===== src/rtl/id_ctrl_seq.sv =====
// id_ctrl_seq
//   Registered decode-and-issue controller between the IF/ID and ID/EX
//   registers of a 5-stage MIPS pipeline. It decodes opcode/func into the EX
//   control word and registers it. A small sequencer tracks the multi-cycle
//   MULT/MULTU/DIV/DIVU unit and interlocks HI/LO users (mul/div, mfhi, mflo)
//   while that unit is busy.
//
// Ports
//   clk, rst_n        pipeline clock, asynchronous active-low reset
//   instr_valid_i     ID holds a real instruction
//   opcode_i, func_i  instr[31:26], instr[5:0]
//   hold_i            downstream stall: control register holds, no md issue
//   flush_i           kill the ID instruction (loads a bubble)
//   RegDst_o .. hilo_rd_o   registered EX control word
//   md_start_o/md_op_o      one-cycle start pulse and op code to mul/div unit
//   md_busy_o         sequencer not IDLE
//   stall_o           combinational freeze of PC and IF/ID
//   illegal_o         registered flag for an undecodable valid instruction
module id_ctrl_seq #(
  parameter int ALU_OP_W = 3,
  parameter int MUL_LAT  = 4,
  parameter int DIV_LAT  = 32,
  parameter int CNT_W    = 6
) (
  input  logic                clk,
  input  logic                rst_n,
  input  logic                instr_valid_i,
  input  logic [5:0]          opcode_i,
  input  logic [5:0]          func_i,
  input  logic                hold_i,
  input  logic                flush_i,
  output logic [1:0]          RegDst_o,
  output logic                DataC_o,
  output logic                RegWrite_o,
  output logic                Branch_o,
  output logic                MemRead_o,
  output logic                MemWrite_o,
  output logic                imm_en_o,
  output logic [1:0]          PCSrc_o,
  output logic [ALU_OP_W-1:0] AluOperation_o,
  output logic [1:0]          hilo_rd_o,
  output logic                md_start_o,
  output logic [1:0]          md_op_o,
  output logic                md_busy_o,
  output logic                stall_o,
  output logic                illegal_o
);

  localparam logic [5:0] OP_RTYPE = 6'b000000;
  localparam logic [5:0] OP_J     = 6'b000010;
  localparam logic [5:0] OP_JAL   = 6'b000011;
  localparam logic [5:0] OP_BEQ   = 6'b000100;
  localparam logic [5:0] OP_ADDI  = 6'b001000;
  localparam logic [5:0] OP_ADDIU = 6'b001001;
  localparam logic [5:0] OP_SLTI  = 6'b001010;
  localparam logic [5:0] OP_LW    = 6'b100011;
  localparam logic [5:0] OP_SW    = 6'b101011;

  localparam logic [5:0] FN_JR    = 6'b001000;
  localparam logic [5:0] FN_MFHI  = 6'b010000;
  localparam logic [5:0] FN_MFLO  = 6'b010010;
  localparam logic [5:0] FN_MULT  = 6'b011000;
  localparam logic [5:0] FN_MULTU = 6'b011001;
  localparam logic [5:0] FN_DIV   = 6'b011010;
  localparam logic [5:0] FN_DIVU  = 6'b011011;
  localparam logic [5:0] FN_SUB   = 6'b100010;
  localparam logic [5:0] FN_SLT   = 6'b101010;

  localparam logic [CNT_W-1:0] MUL_CNT0 = CNT_W'(MUL_LAT - 1);
  localparam logic [CNT_W-1:0] DIV_CNT0 = CNT_W'(DIV_LAT - 1);
  // A one-cycle unit never leaves IDLE.
  localparam bit MUL_MC = (MUL_LAT > 1);
  localparam bit DIV_MC = (DIV_LAT > 1);

  typedef enum logic [1:0] {IDLE, MUL_BUSY, DIV_BUSY} state_t;

  typedef struct packed {
    logic [1:0]          reg_dst;
    logic                data_c;
    logic                reg_write;
    logic                branch;
    logic                mem_read;
    logic                mem_write;
    logic                imm_en;
    logic [1:0]          pc_src;
    logic [ALU_OP_W-1:0] alu_op;
    logic [1:0]          hilo_rd;
  } ctrl_t;

  ctrl_t          dec;
  logic           dec_illegal;
  logic           dec_md;      // mult/multu/div/divu
  logic           dec_hilo;    // needs the mul/div unit idle (md op, mfhi, mflo)
  state_t         state_q, state_nxt;
  logic [CNT_W-1:0] cnt_q, cnt_nxt;
  logic           busy;
  logic           stall;
  logic           issued;
  logic           md_issue;
  ctrl_t          ctrl_q;
  logic           illegal_q;
  logic           md_start_q;
  logic [1:0]     md_op_q;

  // ---------------------------------------------------------------- decode
  // NOTE: every signal written in an always_comb gets a default first, so no
  // path leaves it unassigned and no latch is inferred.
  always_comb begin
    dec         = '0;
    dec_illegal = 1'b0;
    dec_md      = 1'b0;
    dec_hilo    = 1'b0;
    case (opcode_i)
      OP_RTYPE: begin
        case (func_i)
          FN_JR: dec.pc_src = 2'd2;
          FN_MULT, FN_MULTU, FN_DIV, FN_DIVU: begin
            dec_md   = 1'b1;
            dec_hilo = 1'b1;
          end
          FN_MFHI: begin
            dec.reg_write = 1'b1;
            dec.hilo_rd   = 2'd1;
            dec_hilo      = 1'b1;
          end
          FN_MFLO: begin
            dec.reg_write = 1'b1;
            dec.hilo_rd   = 2'd2;
            dec_hilo      = 1'b1;
          end
          FN_SUB: begin
            dec.reg_write = 1'b1;
            dec.alu_op    = ALU_OP_W'(3'd3);
          end
          FN_SLT: begin
            dec.reg_write = 1'b1;
            dec.alu_op    = ALU_OP_W'(3'd4);
          end
          default: begin
            dec.reg_write = 1'b1;
            dec.alu_op    = ALU_OP_W'(func_i[2:0]);
          end
        endcase
      end
      OP_ADDI, OP_ADDIU: begin
        dec.reg_write = 1'b1;
        dec.reg_dst   = 2'd1;
        dec.imm_en    = 1'b1;
        dec.alu_op    = ALU_OP_W'(3'd2);
      end
      OP_SLTI: begin
        dec.reg_write = 1'b1;
        dec.reg_dst   = 2'd1;
        dec.imm_en    = 1'b1;
        dec.alu_op    = ALU_OP_W'(3'd4);
      end
      OP_LW: begin
        dec.reg_write = 1'b1;
        dec.reg_dst   = 2'd1;
        dec.imm_en    = 1'b1;
        dec.mem_read  = 1'b1;
        dec.alu_op    = ALU_OP_W'(3'd2);
      end
      OP_SW: begin
        dec.mem_write = 1'b1;
        dec.imm_en    = 1'b1;
        dec.alu_op    = ALU_OP_W'(3'd2);
      end
      OP_BEQ: begin
        dec.branch = 1'b1;
        dec.alu_op = ALU_OP_W'(3'd3);
      end
      OP_J: dec.pc_src = 2'd1;
      OP_JAL: begin
        dec.pc_src    = 2'd1;
        dec.reg_dst   = 2'd2;
        dec.data_c    = 1'b1;
        dec.reg_write = 1'b1;
      end
      default: dec_illegal = 1'b1;
    endcase
  end

  // ------------------------------------------------------ sequencer: state
  // NOTE: sequential state uses non-blocking assignments so every register
  // samples the pre-edge values, independent of block ordering.
  always_ff @(posedge clk or negedge rst_n) begin
    if (!rst_n) begin
      state_q <= IDLE;
      cnt_q   <= '0;
    end else begin
      state_q <= state_nxt;
      cnt_q   <= cnt_nxt;
    end
  end

  // ------------------------------------------------- sequencer: next state
  always_comb begin
    state_nxt = state_q;
    cnt_nxt   = cnt_q;
    case (state_q)
      IDLE: begin
        if (md_issue) begin
          // func[1] separates div/divu from mult/multu.
          if (func_i[1]) begin
            if (DIV_MC) begin
              state_nxt = DIV_BUSY;
              cnt_nxt   = DIV_CNT0;
            end
          end else if (MUL_MC) begin
            state_nxt = MUL_BUSY;
            cnt_nxt   = MUL_CNT0;
          end
        end
      end
      MUL_BUSY, DIV_BUSY: begin
        if (cnt_q == '0) state_nxt = IDLE;
        else             cnt_nxt   = cnt_q - 1'b1;
      end
      default: begin
        state_nxt = IDLE;
        cnt_nxt   = '0;
      end
    endcase
  end

  // ----------------------------------------------------- sequencer: outputs
  // Flush wins over the interlock: a killed instruction never needs to wait.
  always_comb begin
    busy  = (state_q != IDLE);
    stall = busy & instr_valid_i & dec_hilo & ~flush_i;
  end

  assign issued   = instr_valid_i & ~flush_i & ~stall & ~hold_i;
  assign md_issue = issued & dec_md;

  // ------------------------------------------------------ control register
  // Anything not issued (invalid, flushed, stalled) loads a bubble; hold
  // freezes the word but must not repeat the start pulse.
  // NOTE: only pipeline control registers are reset here; there is no memory
  // array in this block that would need to be left unreset.
  always_ff @(posedge clk or negedge rst_n) begin
    if (!rst_n) begin
      ctrl_q     <= '0;
      illegal_q  <= 1'b0;
      md_start_q <= 1'b0;
      md_op_q    <= 2'd0;
    end else if (hold_i) begin
      md_start_q <= 1'b0;
    end else if (issued) begin
      ctrl_q     <= dec;
      illegal_q  <= dec_illegal;
      md_start_q <= dec_md;
      md_op_q    <= dec_md ? func_i[1:0] : 2'd0;
    end else begin
      ctrl_q     <= '0;
      illegal_q  <= 1'b0;
      md_start_q <= 1'b0;
      md_op_q    <= 2'd0;
    end
  end

  assign RegDst_o       = ctrl_q.reg_dst;
  assign DataC_o        = ctrl_q.data_c;
  assign RegWrite_o     = ctrl_q.reg_write;
  assign Branch_o       = ctrl_q.branch;
  assign MemRead_o      = ctrl_q.mem_read;
  assign MemWrite_o     = ctrl_q.mem_write;
  assign imm_en_o       = ctrl_q.imm_en;
  assign PCSrc_o        = ctrl_q.pc_src;
  assign AluOperation_o = ctrl_q.alu_op;
  assign hilo_rd_o      = ctrl_q.hilo_rd;
  assign md_start_o     = md_start_q;
  assign md_op_o        = md_op_q;
  assign md_busy_o      = busy;
  assign stall_o        = stall;
  assign illegal_o      = illegal_q;

endmodule


===== config.mk =====
export PLATFORM = sky130hd
export DESIGN_NAME = id_ctrl_seq
export DESIGN_NICKNAME = d
export VERILOG_FILES = /design/src/rtl/id_ctrl_seq.sv
export SDC_FILE = /design/constraint.sdc
export NUM_CORES = 1
export LEC_CHECK = 0
export ABC_AREA = 1
export BUFFER_PORTS_ARGS = -buffer_cell sky130_fd_sc_hd__buf_2
export CAP_MARGIN = 20
export CELL_PAD_IN_SITES_DETAIL_PLACEMENT = 1
export CELL_PAD_IN_SITES_GLOBAL_PLACEMENT = 1
export CORE_ASPECT_RATIO = 1.25
export CORE_MARGIN = 1.5
export CORE_UTILIZATION = 38
export DETAILED_ROUTE_END_ITERATION = 16
export GPL_TIMING_DRIVEN = 0
export PLACE_DENSITY = 0.82
export SLEW_MARGIN = 15
export SYNTH_ARGS = -nofsm -noshare
export SYNTH_HDL_FRONTEND = slang
export SYNTH_SLANG_ARGS = --single-unit

===== constraint.sdc =====
create_clock -name clk -period 1.8 [get_ports clk]
set_input_delay 0.09 -clock clk [delete_from_list [all_inputs] [get_ports clk]]
set_output_delay 0.09 -clock clk [all_outputs]
set_load 0.02 [all_outputs]

==> impl_metrics.prom <==
# TYPE chip_impl_metric gauge
chip_impl_metric{name="synth_seq_area_share",unit="%"} 40.7
chip_impl_metric{name="top_level_ports",unit=""} 38
chip_impl_metric{name="relative_contribution_of_combinational_cells_to_total_power",unit="%"} 19.6
chip_impl_metric{name="die_height",unit="um"} 76.9
chip_impl_info{name="timing.critical_path.to_type",value="output pin"} 1
chip_impl_metric{name="cp_max_fo",unit=""} 6
chip_impl_metric{name="synth.avg_cell_area",unit="um2"} 7.52
chip_impl_metric{name="cp.arrival",unit="ps"} 1550
chip_impl_metric{name="drt_iter0_drc",unit=""} 54
chip_impl_metric{name="areaGrowthSynthToFinish",unit="%"} 18.6
chip_impl_info{name="timing_worst_setup_path_type",value="flip-flop to output pin"} 1
chip_impl_metric{name="post_synth_net_total",unit=""} 242
chip_impl_metric{name="synthesis.area",unit="mm2"} 0.00166
chip_impl_metric{name="dpl.cell_count",unit=""} 313
chip_impl_metric{name="minimum_clock_period",unit="ps"} 1640
chip_impl_metric{name="fin_cells",unit=""} 318
chip_impl_metric{name="num-fill-cells",unit=""} 558
chip_impl_info{name="routed.top_layer",value="met4"} 1
chip_impl_info{name="tritoncts",value="built"} 1
chip_impl_metric{name="detail_route.drc_violations",unit=""} 0
chip_impl_metric{name="met3WireLength",unit="um"} 110
chip_impl_metric{name="clk_path_buf_depth",unit=""} 2
chip_impl_info{name="clock_tree.root_cell",value="sky130_fd_sc_hd__clkbuf_8"} 1
chip_impl_metric{name="timing_hold_violations_final",unit=""} 0
chip_impl_metric{name="antenna_left",unit=""} 0
chip_impl_info{name="mostFrequentLayoutCell",value="sky130_fd_sc_hd__nand2_1"} 1
chip_impl_metric{name="yosys_top_cell_area_share",unit="%"} 40.7
chip_impl_metric{name="slew-limit-headroom",unit="%"} 59.2
chip_impl_metric{name="seq_area",unit="um2"} 676
chip_impl_metric{name="die_x",unit="um"} 62.1
chip_impl_metric{name="core_region_area",unit="mm2"} 0.00413
chip_impl_metric{name="met2RoutedLength",unit="mm"} 2.32
chip_impl_metric{name="drt_pass1_iterations",unit=""} 4
chip_impl_metric{name="core.rowCount",unit=""} 26
chip_impl_metric{name="skew",unit="ps"} 1.18
chip_impl_metric{name="fmax",unit="MHz"} 610
chip_impl_metric{name="dr_total_vias",unit=""} 1602
chip_impl_metric{name="required",unit="ps"} 1710
chip_impl_metric{name="clock_tree.htree_level_count",unit=""} 1
chip_impl_info{name="rsz_0062_raised_after_global_routing",value="no"} 1
chip_impl_metric{name="cts.sinks",unit=""} 27
chip_impl_metric{name="p_sw",unit="mW"} 0.358
chip_impl_metric{name="swShare",unit="%"} 29.2
chip_impl_metric{name="static_leakage_power",unit="nW"} 1.10
chip_impl_metric{name="yosys.cell_types.count",unit=""} 28
chip_impl_info{name="synth.top_cells.by_area",value="sky130_fd_sc_hd__dfrtp_1 (41%), sky130_fd_sc_hd__nand2_1 (16%), sky130_fd_sc_hd__nand3_1 (7.8%)"} 1
chip_impl_metric{name="max_cap_viols",unit=""} 0
chip_impl_metric{name="grt_max_degree",unit=""} 28
chip_impl_metric{name="power_frac_seq",unit="%"} 52.5
chip_impl_metric{name="starting_utilization_of_the_core_area",unit="%"} 40.2
chip_impl_metric{name="setup_violations",unit=""} 0
chip_impl_metric{name="routabilityCongestion",unit=""} 0.868
chip_impl_metric{name="cts-buffers-inserted",unit=""} 3
chip_impl_metric{name="die_area",unit="mm2"} 0.00478
chip_impl_metric{name="synth_cells",unit=""} 221
chip_impl_metric{name="port_buffers",unit=""} 36
chip_impl_metric{name="grt_antenna_before_repair",unit=""} 0
chip_impl_metric{name="number_of_max_slew_violations_in_the_final_report",unit=""} 0
chip_impl_info{name="layout_common_cells",value="sky130_fd_sc_hd__nand2_1 (69), sky130_fd_sc_hd__buf_2 (36), sky130_fd_sc_hd__dfrtp_1 (27), sky130_fd_sc_hd__nand3_1 (26), sky130_fd_sc_hd__inv_1 (24)"} 1
chip_impl_metric{name="clkPwrFrac",unit="%"} 28.0
chip_impl_metric{name="global_route.overflow_total",unit=""} 0
chip_impl_metric{name="timing.setup.tns",unit="ps"} 0
chip_impl_metric{name="route.layer.met1.wl",unit="mm"} 1.77
chip_impl_metric{name="worst_ir_drop_vdd",unit="mV"} 0.421
chip_impl_info{name="timing.critical_path.from_type",value="flip-flop"} 1
chip_impl_metric{name="yosys_register_bits",unit=""} 27
chip_impl_metric{name="number_of_global_route_vias_before_repair",unit=""} 1633
chip_impl_metric{name="n_antenna_cell",unit=""} 0
chip_impl_info{name="outcome",value="finished, final reports clean"} 1
chip_impl_metric{name="worst_setup_hold_path_clk_slew",unit="ps"} 90
chip_impl_info{name="synth_area_leader_cell",value="sky130_fd_sc_hd__dfrtp_1"} 1
chip_impl_metric{name="clkLatencyLatePin",unit="ps"} 270
chip_impl_metric{name="p_total",unit="mW"} 1.22
chip_impl_metric{name="pint",unit="mW"} 0.867
chip_impl_metric{name="multi_input_comb_area",unit="um2"} 863
chip_impl_metric{name="postCtsSetupBuffers",unit=""} 0
chip_impl_metric{name="place_hpwl",unit="mm"} 3.39
chip_impl_metric{name="vias_per_cell",unit=""} 5.04
chip_impl_info{name="worst_hold_path_type",value="input port to flip-flop"} 1
chip_impl_metric{name="grt_pass1_wl",unit="mm"} 7.23
chip_impl_metric{name="worst_slew_pin_slew",unit="ps"} 612
chip_impl_metric{name="num-nets-final",unit=""} 284
chip_impl_metric{name="post-route-util",unit="%"} 47.7
chip_impl_metric{name="layout_worst_path_cycle_share",unit="%"} 91.1
chip_impl_metric{name="grtUsageTotal",unit="%"} 18.1
chip_impl_metric{name="ys_warn_count",unit=""} 0
chip_impl_metric{name="layout-drive-gt1-share",unit="%"} 22.9
chip_impl_metric{name="route.final.wire_length",unit="mm"} 4.21
chip_impl_metric{name="pwr_density_cell",unit="mW/mm2"} 621
chip_impl_metric{name="wl_per_cell",unit="um"} 13.2
routing by layer:
layer  up-vias  track usage, %
li1        799               -
met1       775            20.9
met2        26            36.3
met3         2            2.49
met4         0            1.56
met5         -               0
layout make-up:
class | instances | share of cell area, %
multi-input cells | 164 | 43.8
flip-flops and latches | 27 | 34.3
repair buffers | 37 | 9.65
inverters | 28 | 5.46
well taps | 56 | 3.56
clock buffers | 3 | 2.10
plain buffers | 2 | 0.889
clock inverters | 1 | 0.254
registers in the layout, summed over array words and instances (netlist names):
signal / cells
state_q: 2
MemRead_o: 1
cnt_q: 6
DataC_o: 1
imm_en_o: 1
RegWrite_o: 1
illegal_o: 1
MemWrite_o: 1
md_start_o: 1
Branch_o: 1
hilo_rd_o: 2
RegDst_o: 2
AluOperation_o: 3
md_op_o: 2
PCSrc_o: 2
power groups by stage:
stage	sequential (mW)	clock [mW]	combinational (mW)
final	0.642	0.342	0.240
after global placement	0.653	0	0.227
after floorplan	0.656	0	0.151
after detailed placement	0.654	0	0.239
after global routing	0.645	0.383	0.274
after CTS	0.642	0.359	0.241
logic make-up (layout without fill, tap and decap cells):
logic type	count (synthesis)	after routing	share of synthesized area, %
AND/OR/NAND/NOR	133	133	38.9
buffers and inverters	30	71	7.53
flip-flops	27	27	40.7
AO/OA/AOI/OAI	26	26	9.41
adder cells (fa/ha/maj)	4	4	3.01
XOR/XNOR	1	1	0.527
worst paths after layout:
path / from / end / slack (ps) / cells after the start
max in group asynchronous: rst_n / md_op_o[1]$_DFFE_PN0N_ / 1040 / 2
min in group asynchronous: rst_n / RegDst_o[1]$_DFFE_PN0N_ / 360 / 2
min reg2reg: cnt_q[5]$_DFFE_PN0P_ / cnt_q[5]$_DFFE_PN0P_ / 480 / 2
max reg2reg: state_q[0]$_DFFE_PN0P_ / PCSrc_o[0]$_DFFE_PN0N_ / 250 / 7
max: state_q[0]$_DFFE_PN0P_ / stall_o / 160 / 6
min: hold_i / imm_en_o$_DFFE_PN0N_ / 110 / 2
through the flow:
stage | worst slack, ps | hold slack, ps | instance area, um2
detailed placement | 161 | 139 | 1910
global placement | 234 | 137 | 1910
CTS | 65.7 | 98.3 | 1970
floorplan | 375 | -206 | 1660
global route | 14.8 | 98.7 | 1970
finish | 159 | 107 | 1970
synth_stat cells, drive strengths merged:
master  instances
nor2           22
nand2          74
a21o            1
a22o            2
inv            28
a21oi           7
nand4           5
nand3b          1
clkbuf          2
nor4            1
dfrtp          27
ha              4
o22ai           3
o31ai           3
o21ai           8
nor3            2
xnor2           1
a21boi          1
o21a            1
nand3          28
what timing repair did:
item	in CTS	in global routing
hold buffers	1	0
resized for setup	0	1
setup endpoints to repair	0	5
endpoints found under the hold margin	27	0
worst max-delay path, stage by stage (launching register included):
cell	delay, ps
sky130_fd_sc_hd__dfrtp_1	410
sky130_fd_sc_hd__inv_1	60
sky130_fd_sc_hd__ha_2	240
sky130_fd_sc_hd__nor3_2	230
sky130_fd_sc_hd__nand2_2	130
sky130_fd_sc_hd__inv_1	70
sky130_fd_sc_hd__buf_2	150
(Power assumes the default switching activity.)
